`config.mk`:
```
export PLATFORM = sky130hd
export DESIGN_NAME = imm_unit
export DESIGN_NICKNAME = d
export VERILOG_FILES = /design/src/rtl/imm_pkg.sv /design/src/rtl/imm_chan_mul.sv /design/src/rtl/imm_unit.sv
export SDC_FILE = /design/constraint.sdc
export NUM_CORES = 1
export LEC_CHECK = 0
export ABC_AREA = 1
export ABC_CLOCK_PERIOD_IN_PS = 2300
export CORE_MARGIN = 5
export CORE_UTILIZATION = 55
export DETAILED_ROUTE_END_ITERATION = 8
export DONT_BUFFER_PORTS = 1
export PLACE_DENSITY = 0.8
export SLEW_MARGIN = 20
export SYNTH_ARGS = -nofsm -noshare
export SYNTH_HDL_FRONTEND = slang
export SYNTH_SLANG_ARGS = --single-unit
```
`constraint.sdc`:
```
create_clock -name clk -period 2.3 [get_ports clk]
set_input_delay 0.115 -clock clk [delete_from_list [all_inputs] [get_ports clk]]
set_output_delay 0.115 -clock clk [all_outputs]
set_load 0.01 [all_outputs]
```
`src/rtl/imm_pkg.sv`:
```
// imm_pkg: shared pixel/channel types, default mask geometry and the
// stage-1 pipeline record for the image mask multiplier (imm_unit).
package imm_pkg;

    typedef logic [11:0] pixel_t;
    typedef logic [3:0]  channel_t;

    localparam int unsigned MASK_ROWS_DEFAULT = 64;
    localparam int unsigned MASK_COLS_DEFAULT = 64;
    localparam pixel_t      MASK_INIT_DEFAULT = 12'hFFF;

    // Input-to-output delay of imm_unit in clk cycles.
    localparam int unsigned IMM_LATENCY = 2;

    // Everything stage 2 needs about one pixel.
    typedef struct packed {
        pixel_t     pixel;
        pixel_t     mask;
        logic [8:0] row;
        logic [7:0] col;
        logic       in_win;
    } stage1_t;

endpackage

```
`src/rtl/imm_chan_mul.sv`:
```
// imm_chan_mul: one 4-bit colour channel scaled by a 4-bit mask value,
// result = ((image*mask)*17 + 128) >> 8, i.e. a rounded image*mask/15.
module imm_chan_mul
    import imm_pkg::*;
(
    input  channel_t image_c,
    input  channel_t mask_c,
    output channel_t result_c
);

    logic [7:0]  prod;
    logic [12:0] scaled;

    // 13-bit intermediate: 225*17+128 fits, so no overflow for any input pair.
    always_comb begin
        prod     = {4'b0, image_c} * {4'b0, mask_c};
        scaled   = {5'b0, prod} * 13'd17 + 13'd128;
        result_c = channel_t'(scaled >> 8);
    end

endmodule

```
`src/rtl/imm_unit.sv`:
```
// imm_unit: two-stage image mask multiplier. Stage 1 locates the pixel in
// the mask window and reads the mask entry; stage 2 scales each RGB444
// channel by the mask and blanks out-of-window pixels.
// Optional feature macro: IMM_MASK_WRITE_EN adds a writable mask memory;
// without it every mask entry is the constant MASK_INIT.
module imm_unit
    import imm_pkg::*;
#(
    parameter int unsigned MASK_ROWS = MASK_ROWS_DEFAULT,
    parameter int unsigned MASK_COLS = MASK_COLS_DEFAULT,
    parameter pixel_t      MASK_INIT = MASK_INIT_DEFAULT
) (
    input  logic        clk,
    input  logic        rst_n,
    input  logic [11:0] image_pixel,
    input  logic [8:0]  pixel_row,
    input  logic [7:0]  pixel_col,
    input  logic [8:0]  mask_row_offset,
    input  logic [7:0]  mask_col_offset,
    output logic [8:0]  pixel_row_out,
    output logic [7:0]  pixel_col_out,
    output logic [11:0] pixel_result
`ifdef IMM_MASK_WRITE_EN
    ,
    input  logic                         mask_we,
    input  logic [$clog2(MASK_ROWS)-1:0] mask_wrow,
    input  logic [$clog2(MASK_COLS)-1:0] mask_wcol,
    input  logic [11:0]                  mask_wdata
`endif
);

    logic [8:0] mr;
    logic [7:0] mc;
    logic       row_hit;
    logic       col_hit;
    pixel_t     mask_rd;
    stage1_t    s1;
    channel_t   res_r;
    channel_t   res_g;
    channel_t   res_b;

    // Window position; the >= guards stop a wrapped difference from
    // looking like a small in-range offset.
    always_comb begin
        mr      = pixel_row - mask_row_offset;
        mc      = pixel_col - mask_col_offset;
        row_hit = (pixel_row >= mask_row_offset) && (32'(mr) < MASK_ROWS);
        col_hit = (pixel_col >= mask_col_offset) && (32'(mc) < MASK_COLS);
    end

`ifdef IMM_MASK_WRITE_EN
    localparam int unsigned RW = $clog2(MASK_ROWS);
    localparam int unsigned CW = $clog2(MASK_COLS);

    pixel_t mask_mem [MASK_ROWS][MASK_COLS];

    // Mask memory write port; deliberately not reset.
    always_ff @(posedge clk) begin
        if (mask_we) begin
            mask_mem[mask_wrow][mask_wcol] <= mask_wdata;
        end
    end

    // Asynchronous read sampled into s1: a write on the same edge is not yet
    // visible, so that pixel gets the old entry.
    always_comb begin
        mask_rd = mask_mem[mr[RW-1:0]][mc[CW-1:0]];
    end
`else
    // Fixed mask: every entry reads as MASK_INIT.
    always_comb begin
        mask_rd = MASK_INIT;
    end
`endif

    // Stage 1 register: pixel, coordinates, window flag and mask entry.
    always_ff @(posedge clk or negedge rst_n) begin
        if (!rst_n) begin
            s1 <= '0;
        end else begin
            s1 <= '{pixel:  image_pixel,
                    mask:   mask_rd,
                    row:    pixel_row,
                    col:    pixel_col,
                    in_win: row_hit && col_hit};
        end
    end

    imm_chan_mul u_mul_r (
        .image_c  (s1.pixel[11:8]),
        .mask_c   (s1.mask[11:8]),
        .result_c (res_r)
    );

    imm_chan_mul u_mul_g (
        .image_c  (s1.pixel[7:4]),
        .mask_c   (s1.mask[7:4]),
        .result_c (res_g)
    );

    imm_chan_mul u_mul_b (
        .image_c  (s1.pixel[3:0]),
        .mask_c   (s1.mask[3:0]),
        .result_c (res_b)
    );

    // Stage 2 register: scaled pixel (or black outside the window) plus
    // the coordinates that travel with it.
    always_ff @(posedge clk or negedge rst_n) begin
        if (!rst_n) begin
            pixel_result  <= '0;
            pixel_row_out <= '0;
            pixel_col_out <= '0;
        end else begin
            pixel_result  <= s1.in_win ? {res_r, res_g, res_b} : '0;
            pixel_row_out <= s1.row;
            pixel_col_out <= s1.col;
        end
    end

endmodule

```
==> impl_metrics.yaml, run 1 <==
run_status:
  status: "complete, no violations"
routing:
  drtPass1Iterations: 4
  drtAntennaViolNets: 0
  met1_length_mm: 1.80
  wl_per_cell_um: 14.6
  routed.top_layer: "met4"
  wl_met3_um: 284
  wirelength_mm: 4.94
  vias_per_cell: 4.92
  drt_iter0_drc: 77
  wl_met2_mm: 2.72
  num_vias: 1662
  drcViolationCount: 0
logic_synthesis:
  post-synth-top-count-cell: "dfrtp_1"
  yosys_warnings: 0
  ys.flop_type: "dfrtp_1"
  yosysSeqAreaShare: 0.628
  synth_edf_count: 0
  yosysTopAreaCell: "dfrtp_1"
  synth_top_area_frac: 0.628
  async_reset_ff_frac: 1.00
  synth_commonest_cells: "60 x dfrtp_1, 52 x inv_1, 52 x nand2_1"
  ys_types: 19
  netlist_top_cells_area: "dfrtp_1 63%, ha_1 8.9%, inv_1 8.2%, nand2_1 8.2%, nor2_1 3.9%"
  synthCells: 240
  netlist_area_um2: 2390
  syn_avg_cell_area_um2: 9.96
  ys_ff_latch: 60
  syn_nets: 305
power_and_ir_drop:
  peakVddDrop_mv: 0.308
  power.density_nw_per_um2: 796
  total_leakage_power_nw: 1.63
  total_power_mw: 2.38
worst_setup_path:
  startpoint_type: "input pin"
  arrival_ns: 1.31
  endpoint: "s1[0]"
  cp.required_ns: 2.55
  crit_type: "input pin to flop"
  reg2reg_slack_ns: 1.37
  cp_max_fo: 5
  r2r-end: "pixel_result[4]"
  endpoint_kind: "flop"
  ff2ff_path_depth: 2
  startpoint: "mask_row_offset[6]"
  rr_startpoint: "s1[0]"
placement:
  dpl.hpwl_mm: 3.17
  port_buffers: 0
  gp_congestion: 0.881
layout:
  fin_util: 0.698
  final_net_count: 346
  diodes: 0
  drive_gt1_frac: 0.0804
  area_growth_pct: 25.3
clock_tree:
  numCtsBuffers: 9
  cts_tree: "done"
  path_clk_slew_ns: 0.06
  cts_max_path_buffers: 2
  clock_sinks: 60
  insertion_delay_ns: 0.32
  post_cts_buffers: 0
  cts_root_buf: "clkbuf_8"
  htreeDepth: 3
die:
  fp.coreArea_um2: 4290
  dieArea_um2: 5760
  dieWidth_um: 75.9
  ios: 77
  num_rows: 24
  die_h_um: 75.9
  start_util: 0.557
sta:
  rsz0062_at_grt: "false"
  setup_tns_ns: 0
  min_period_ns: 1.06
  finalHoldViolations: 0
  fin_crit_sh: 0.462
  holdWs_ns: 0.293
  max_freq_mhz: 940
  setup_violations: 0
  finClkSkew_ns: 0.00696
  slew_viol_final: 0
global_route:
  grt_pass1_vias: 1733
  grt_use_total: 0.183
  grt_max_degree: 61
  antenna_found_initial: 0
  grt_pass1_wl_mm: 8.29
  grt_overflow: 0
worst_hold_path:
  hold_class: "input pin to flop"
job:
  maxCapViolCount: 0
==> report_power, final <==
part / switching [mW] / leakage (nW) / internal [mW]
sequential: 0.0233 / 0.729 / 1.10
clock: 0.376 / 0.113 / 0.634
combinational: 0.143 / 0.784 / 0.110
total: 0.542 / 1.63 / 1.84
==> worst min path at each step <==
| stage | slack, ns | start | to | depth (start not counted) |
|---|---|---|---|---|
| 2_1_floorplan | -0.18 | rst_n | pixel_col_out[0] | 0 |
| 4_1_cts | 0.27 | pixel_col[7] | s1[0] | 5 |
| 5_1_grt | 0.30 | pixel_col[7] | s1[0] | 5 |
| 3_5_place_dp | -0.18 | rst_n | pixel_result[3] | 0 |
| 3_3_place_gp | -0.18 | rst_n | s1[33] | 0 |
| 6_report | 0.29 | pixel_col[7] | s1[0] | 5 |
==> registers in the layout (all words and copies together), names as in the netlist <==
register	flops
s1	31
pixel_result	12
pixel_row_out	9
pixel_col_out	8
==> repair_timing <==
item,in CTS,in global routing
hold buffers,31,0
gates resized for setup,0,0
endpoints found under the hold margin,89,0
==> critical path: stages <==
cell	delay (ns)
inv_1	0.04
ha_1	0.36
nand2_1	0.15
inv_1	0.09
a21oi_2	0.17
nand2_1	0.07
nand2_1	0.05
nand2_1	0.04
inv_1	0.05
nand3_1	0.08
nor2_2	0.11
==> placed cells by master (no fill, tap or decap), types with 2 or more instances in the layout <==
cell type,n
o21a_1,2
inv_1,52
clkinv_2,3
ha_1,17
a21oi_2,2
clkbuf_8,10
nand3_1,10
nand2_2,2
dfrtp_1,60
nor2_1,25
dlygate4sd3_1,30
nand2_1,52
a21oi_1,8
nor2_2,2
bufinv_16,2
==> cell type report <==
cell class              instances  area, um^2
repair buffers                 31         328
multi-input cells             126         686
clock inverters                 5        75.1
inverters                      53         199
flip-flops and latches         60        1500
clock buffers                  11         141
well taps                      52        65.1
fillers                       276        1300
==> layer usage <==
| layer | GRT usage | up-vias |
|---|---|---|
| met1 | 0.191 | 786 |
| met2 | 0.330 | 62 |
| met4 | 0.0961 | 0 |
| met5 | 0 | - |
| met3 | 0.0498 | 15 |
| li1 | - | 799 |
==> stage by stage <==
| stage | setup WS, ns | instances | instance area [um^2] |
|---|---|---|---|
| after floorplan | 1.12 | 240 | 2390 |
| after global placement | 1.06 | 291 | 2450 |
| after detailed placement | 0.991 | 291 | 2450 |
| after CTS | 1.31 | 338 | 3000 |
| after global routing | 1.16 | 338 | 3000 |
| final | 1.24 | 338 | 3000 |
==> kinds of logic (layout without fill, tap and decap cells) <==
family | count (synthesis) | after routing | synth area share
AND/OR/NAND/NOR | 95 | 95 | 0.163
buffers and inverters | 54 | 100 | 0.0848
other | 1 | 1 | 0.00157
flip-flops | 60 | 60 | 0.628
AO/OA/AOI/OAI | 13 | 13 | 0.0335
adder cells (fa/ha/maj) | 17 | 17 | 0.0890
(Power assumes the default switching activity.)
==> run 2: changes to the inputs <==
--- a/config.mk
+++ b/config.mk
@@ -5,8 +5,8 @@
 export SDC_FILE = /design/constraint.sdc
 export NUM_CORES = 1
 export LEC_CHECK = 0
-export ABC_AREA = 1
-export ABC_CLOCK_PERIOD_IN_PS = 2300
+export ABC_AREA = 0
+export ABC_CLOCK_PERIOD_IN_PS = 980
 export CORE_MARGIN = 5
 export CORE_UTILIZATION = 55
 export DETAILED_ROUTE_END_ITERATION = 8
==> constraint.sdc (replaced) <==
create_clock -name clk -period 0.98 [get_ports clk]
set_input_delay 0.049 -clock clk [delete_from_list [all_inputs] [get_ports clk]]
set_output_delay 0.049 -clock clk [all_outputs]
set_load 0.01 [all_outputs]
==> impl_metrics.yaml, run 2 <==
logic_synthesis:
  yosysTopAreaCell: "dfrtp_1"
  async_reset_ff_frac: 1.00
  synth_top_area_frac: 0.686
  yosys_warnings: 0
  netlist_area_um2: 2190
  ys.flop_type: "dfrtp_1"
  synth_edf_count: 0
  post-synth-top-count-cell: "dfrtp_1"
  yosysSeqAreaShare: 0.686
  netlist_top_cells_area: "dfrtp_1 69%, ha_1 9.7%, and3_1 4.0%, inv_1 3.3%, mux2i_1 0.92%"
  ys_ff_latch: 60
  ys_types: 31
  synthCells: 156
  syn_nets: 221
  synth_commonest_cells: "60 x dfrtp_1, 19 x inv_1, 17 x ha_1"
  syn_avg_cell_area_um2: 14.0
routing:
  wirelength_mm: 4.40
  num_vias: 1297
  vias_per_cell: 5.13
  drcViolationCount: 0
  drtPass1Iterations: 4
  drt_iter0_drc: 40
  wl_per_cell_um: 17.4
  drtAntennaViolNets: 0
worst_setup_path:
  rr_startpoint: "s1[0]"
  r2r-end: "pixel_result[8]"
  cp.required_ns: 1.20
  reg2reg_slack_ns: 0.16
  cp_max_fo: 2
  startpoint_type: "input pin"
  endpoint_kind: "flop"
  ff2ff_path_depth: 1
  crit_type: "input pin to flop"
  arrival_ns: 1.30
sta:
  max_freq_mhz: 924
  setup_slack_ns: -0.102
  min_period_ns: 1.08
  fin_crit_sh: 1.10
  finClkSkew_ns: 0.00487
  setup_violations: 1
  finalHoldViolations: 60
  holdWs_ns: -0.577
  slew_viol_final: 0
  rsz0062_at_grt: "true"
placement:
  port_buffers: 0
  dpl.hpwl_mm: 3.18
  place_area_um2: 2300
  gp_congestion: 0.890
  dpl_worst_slack_ns: -0.453
power_and_ir_drop:
  power.density_nw_per_um2: 1840
  total_leakage_power_nw: 1.41
  total_power_mw: 5.29
  peakVddDrop_mv: 0.813
clock_tree:
  numCtsBuffers: 9
  htreeDepth: 3
  post_cts_buffers: 0
  holdBufCountCts: 29
  clock_sinks: 60
  cts_tree: "done"
  cts_max_path_buffers: 2
  path_clk_slew_ns: 0.06
  cts_root_buf: "clkbuf_8"
  insertion_delay_ns: 0.32
global_route:
  grt_pass1_wl_mm: 6.84
  antenna_found_initial: 0
  grt_pass1_vias: 1457
  grt_max_degree: 61
  grt_use_total: 0.180
  grt_overflow: 0
layout:
  final_net_count: 264
  final_area_um2: 2880
  largest_reg_flops: 31
  fillers: 274
  diodes: 0
  top_register: "s1"
  drive_gt1_frac: 0.192
  largest_registers: "s1 x31, pixel_result x12, pixel_row_out x9"
  most-common-layout-cells: "60 x dfrtp_1, 29 x dlygate4sd3_1, 17 x inv_1"
  fin_util: 0.735
  area_growth_pct: 31.5
  final_common_cell: "dfrtp_1"
die:
  die_h_um: 73.1
  ios: 77
  dieArea_um2: 5340
  start_util: 0.559
  dieWidth_um: 73.1
  num_rows: 23
  fp.coreArea_um2: 3910
job:
  maxCapViolCount: 0
worst_hold_path:
  hold_class: "input pin to async pin"
run_status:
  status: "finished, violations left"
  failed_checks: "hold timing, setup timing"
==> run 2: changes by cell type after synthesis, sizes merged, moves of 9 or more <==
cell   change
o21ai      +9
and3      +15
nand2     -52
nand3     -10
nor2      -22
inv       -34
==> run 2: cell type report <==
cell class	instances	area, um^2	area share
Tap cell	50	62.6	0.0217
Inverter	19	83.8	0.0291
Clock inverter	1	30.0	0.0104
Timing Repair Buffer	34	328	0.114
Multi-Input combinational cell	75	698	0.243
Sequential cell	60	1500	0.522
Clock buffer	14	173	0.0600
==> run 2: metrics by stage <==
| stage | cells | TNS, ns |
|---|---|---|
| after floorplan | 156 | -0.319 |
| after global placement | 209 | -0.398 |
| after detailed placement | 209 | -0.453 |
| after CTS | 253 | -0.103 |
| after global routing | 253 | -0.102 |
| final | 253 | -0.102 |
==> run 2: kinds of logic (layout without fill, tap and decap cells) <==
family                   count (synthesis)  in the layout  synth area share
flip-flops                              60             60             0.686
AND/OR/NAND/NOR                         32             32            0.0921
buffers and inverters                   21             68            0.0360
AO/OA/AOI/OAI                           20             20            0.0624
adder cells (fa/ha/maj)                 17             17            0.0973
multiplexers                             3              3            0.0160
XOR/XNOR                                 2              2           0.00801
other                                    1              1           0.00171
==> run 2: worst max-delay path by stage <==
stage                       end  depth (start not counted)               start
final                     s1[0]                          8  mask_col_offset[1]
after global routing      s1[0]                          8  mask_row_offset[2]
after detailed placement  s1[0]                          7        pixel_col[0]
after global placement    s1[0]                          7        pixel_col[0]
after floorplan           s1[0]                          8  mask_col_offset[1]
after CTS                 s1[0]                          8  mask_col_offset[1]
==> run 2: timing repair <==
item	in CTS	in global routing
endpoints found under the setup margin	1	1
endpoints found under the hold margin	89	60
pin swaps	4	5
resized for setup	4	9
==> run 2: layer usage <==
metal / vias to the layer above / global-route usage / share of wire
li1: 605 / - / -
met1: 634 / 0.181 / 0.36
met2: 52 / 0.313 / 0.56
met3: 6 / 0.0758 / 0.066
met4: 0 / 0.0922 / 0.016
met5: - / 0 / 0
==> run 2: worst max-delay path: stages <==
cell and delay (ns):
inv_12 0.01, ha_4 0.22, nor2b_1 0.12, nor3_1 0.16, o21ai_1 0.08, o21ai_1 0.13, mux2_4 0.32, nor4b_2 0.21
==> run 2: power breakdown <==
part	switching, mW	internal, mW	leakage, nW
registers	0.0568	2.58	0.729
logic	0.208	0.279	0.580
clock network	0.801	1.37	0.103
==> run 3: changes to the inputs <==
--- a/config.mk
+++ b/config.mk
@@ -5,7 +5,7 @@
 export SDC_FILE = /design/constraint.sdc
 export NUM_CORES = 1
 export LEC_CHECK = 0
-export ABC_AREA = 0
+export ABC_AREA = 1
 export ABC_CLOCK_PERIOD_IN_PS = 980
 export CORE_MARGIN = 5
 export CORE_UTILIZATION = 55
==> impl_metrics.yaml, run 3 (synthesis gave the netlist of run 1 again) <==
run_status:
  status: "finished, violations left"
  failed_checks: "hold timing"
power_and_ir_drop:
  total_leakage_power_nw: 1.61
  p_sw_frac: 0.242
  clockPowerShare: 0.372
  power.density_nw_per_um2: 1660
  combPwrFrac: 0.120
  p_seq_frac: 0.508
  peakVddDrop_mv: 0.825
  p_switching_mw: 1.25
  internal_power_mw: 3.93
die:
  num_rows: 24
  fp.coreArea_um2: 4290
  dieArea_um2: 5760
  start_util: 0.557
  die_h_um: 75.9
  ios: 77
  dieWidth_um: 75.9
worst_hold_path:
  hold_class: "input pin to async pin"
routing:
  num_vias: 1633
  wl_per_cell_um: 14.4
  vias_per_cell: 4.80
  wirelength_mm: 4.89
  drcViolationCount: 0
  drtAntennaViolNets: 0
  drtPass1Iterations: 4
  drt_iter0_drc: 53
worst_setup_path:
  cp_max_fo: 1
  cp.required_ns: 0.93
  reg2reg_slack_ns: 0.22
  startpoint_type: "flop"
  endpoint_kind: "primary output"
  ff2ff_path_depth: 3
  cp.depth: 0
  arrival_ns: 0.75
  crit_type: "flop to primary output"
sta:
  holdWs_ns: -0.585
  max_freq_mhz: 1250
  min_period_ns: 0.798
  setup_violations: 0
  finClkSkew_ns: 0.00314
  setup_slack_ns: 0.182
  fin_crit_sh: 0.814
  finalHoldViolations: 60
  slew_viol_final: 0
  rsz0062_at_grt: "false"
global_route:
  antenna_found_initial: 0
  grt_max_degree: 61
  grt_overflow: 0
  grt_use_total: 0.189
  grt_pass1_wl_mm: 8.40
  grt_pass1_vias: 1737
layout:
  final_net_count: 349
  diodes: 0
  drive_gt1_frac: 0.156
  fillers: 275
  largest_reg_flops: 31
  final_common_cell: "dfrtp_1"
  largest_registers: "s1 x31, pixel_result x12, pixel_row_out x9"
  area_growth_pct: 30.9
  most-common-layout-cells: "60 x dfrtp_1, 51 x nand2_1, 48 x inv_1"
  top_register: "s1"
  fin_util: 0.728
job:
  maxCapViolCount: 0
clock_tree:
  post_cts_buffers: 0
  holdBufCountCts: 29
  clock_sinks: 60
  htreeDepth: 3
  insertion_delay_ns: 0.32
  path_clk_slew_ns: 0.06
  cts_resized: 0
  cts_root_buf: "clkbuf_8"
  cts_tree: "done"
  numCtsBuffers: 9
  cts_max_path_buffers: 2
placement:
  gp_congestion: 0.854
  port_buffers: 0
  dpl.hpwl_mm: 3.31
  dpl_worst_slack_ns: -0.128
==> run 3: changes by cell type in the layout (fill, tap and decap cells not counted), moves of 4 or more <==
cell	change
nand3_1	+10
ha_1	-6
a21oi_1	+4
o21ai_1	-4
nand2_1	+49
nor2_1	+20
ha_4	+6
inv_1	+31
and3_1	-14
==> run 3: cell type report <==
class	instances	area, um^2	area share
tap	52	65.1	0.0208
sequential	60	1500	0.480
timing repair buffer	34	340	0.109
multi-input combinational	126	833	0.266
clock buffer	11	151	0.0484
clock inverter	4	25.0	0.00800
inverter	53	211	0.0676
==> run 3: layer usage <==
| layer | track usage | wire length (um) | vias to the layer above |
|---|---|---|---|
| met1 | 0.234 | 1930 | 759 |
| met4 | 0.0747 | 93 | 0 |
| met3 | 0.0628 | 341 | 9 |
| li1 | - | - | 804 |
| met2 | 0.303 | 2530 | 61 |
| met5 | 0 | 0 | - |
==> run 3: power groups by stage <==
stage               logic (mW)  clock network, mW  registers (mW)
floorplan                0.411                  0            2.66
global placement         0.501                  0            2.67
detailed placement       0.520                  0            2.68
CTS                      0.620               1.96            2.63
global route             0.707               2.10            2.64
finish                   0.622               1.93            2.63
==> run 3: path summary, 6_finish.rpt <==
kind / from / endpoint
worst max-delay path: pixel_row_out[1] / pixel_row_out[1]
worst min-delay path: rst_n / pixel_row_out[0]
worst max register to register: s1[18] / pixel_result[6]
worst min register to register: s1[16] / pixel_row_out[7]
max in group asynchronous: rst_n / s1[3]
min in group clk: pixel_row[6] / s1[0]
==> run 3: per-stage QoR <==
step | hold slack (ns) | std cells | instance area, um^2 | power (mW) | setup TNS [ns]
floorplan | -0.247 | 240 | 2550 | 3.08 | -0.0440
global placement | -0.245 | 296 | 2660 | 3.17 | -0.132
detailed placement | -0.245 | 296 | 2660 | 3.20 | -0.128
CTS | -0.602 | 340 | 3130 | 5.21 | 0
global route | -0.616 | 340 | 3130 | 5.45 | 0
finish | -0.585 | 340 | 3130 | 5.18 | 0
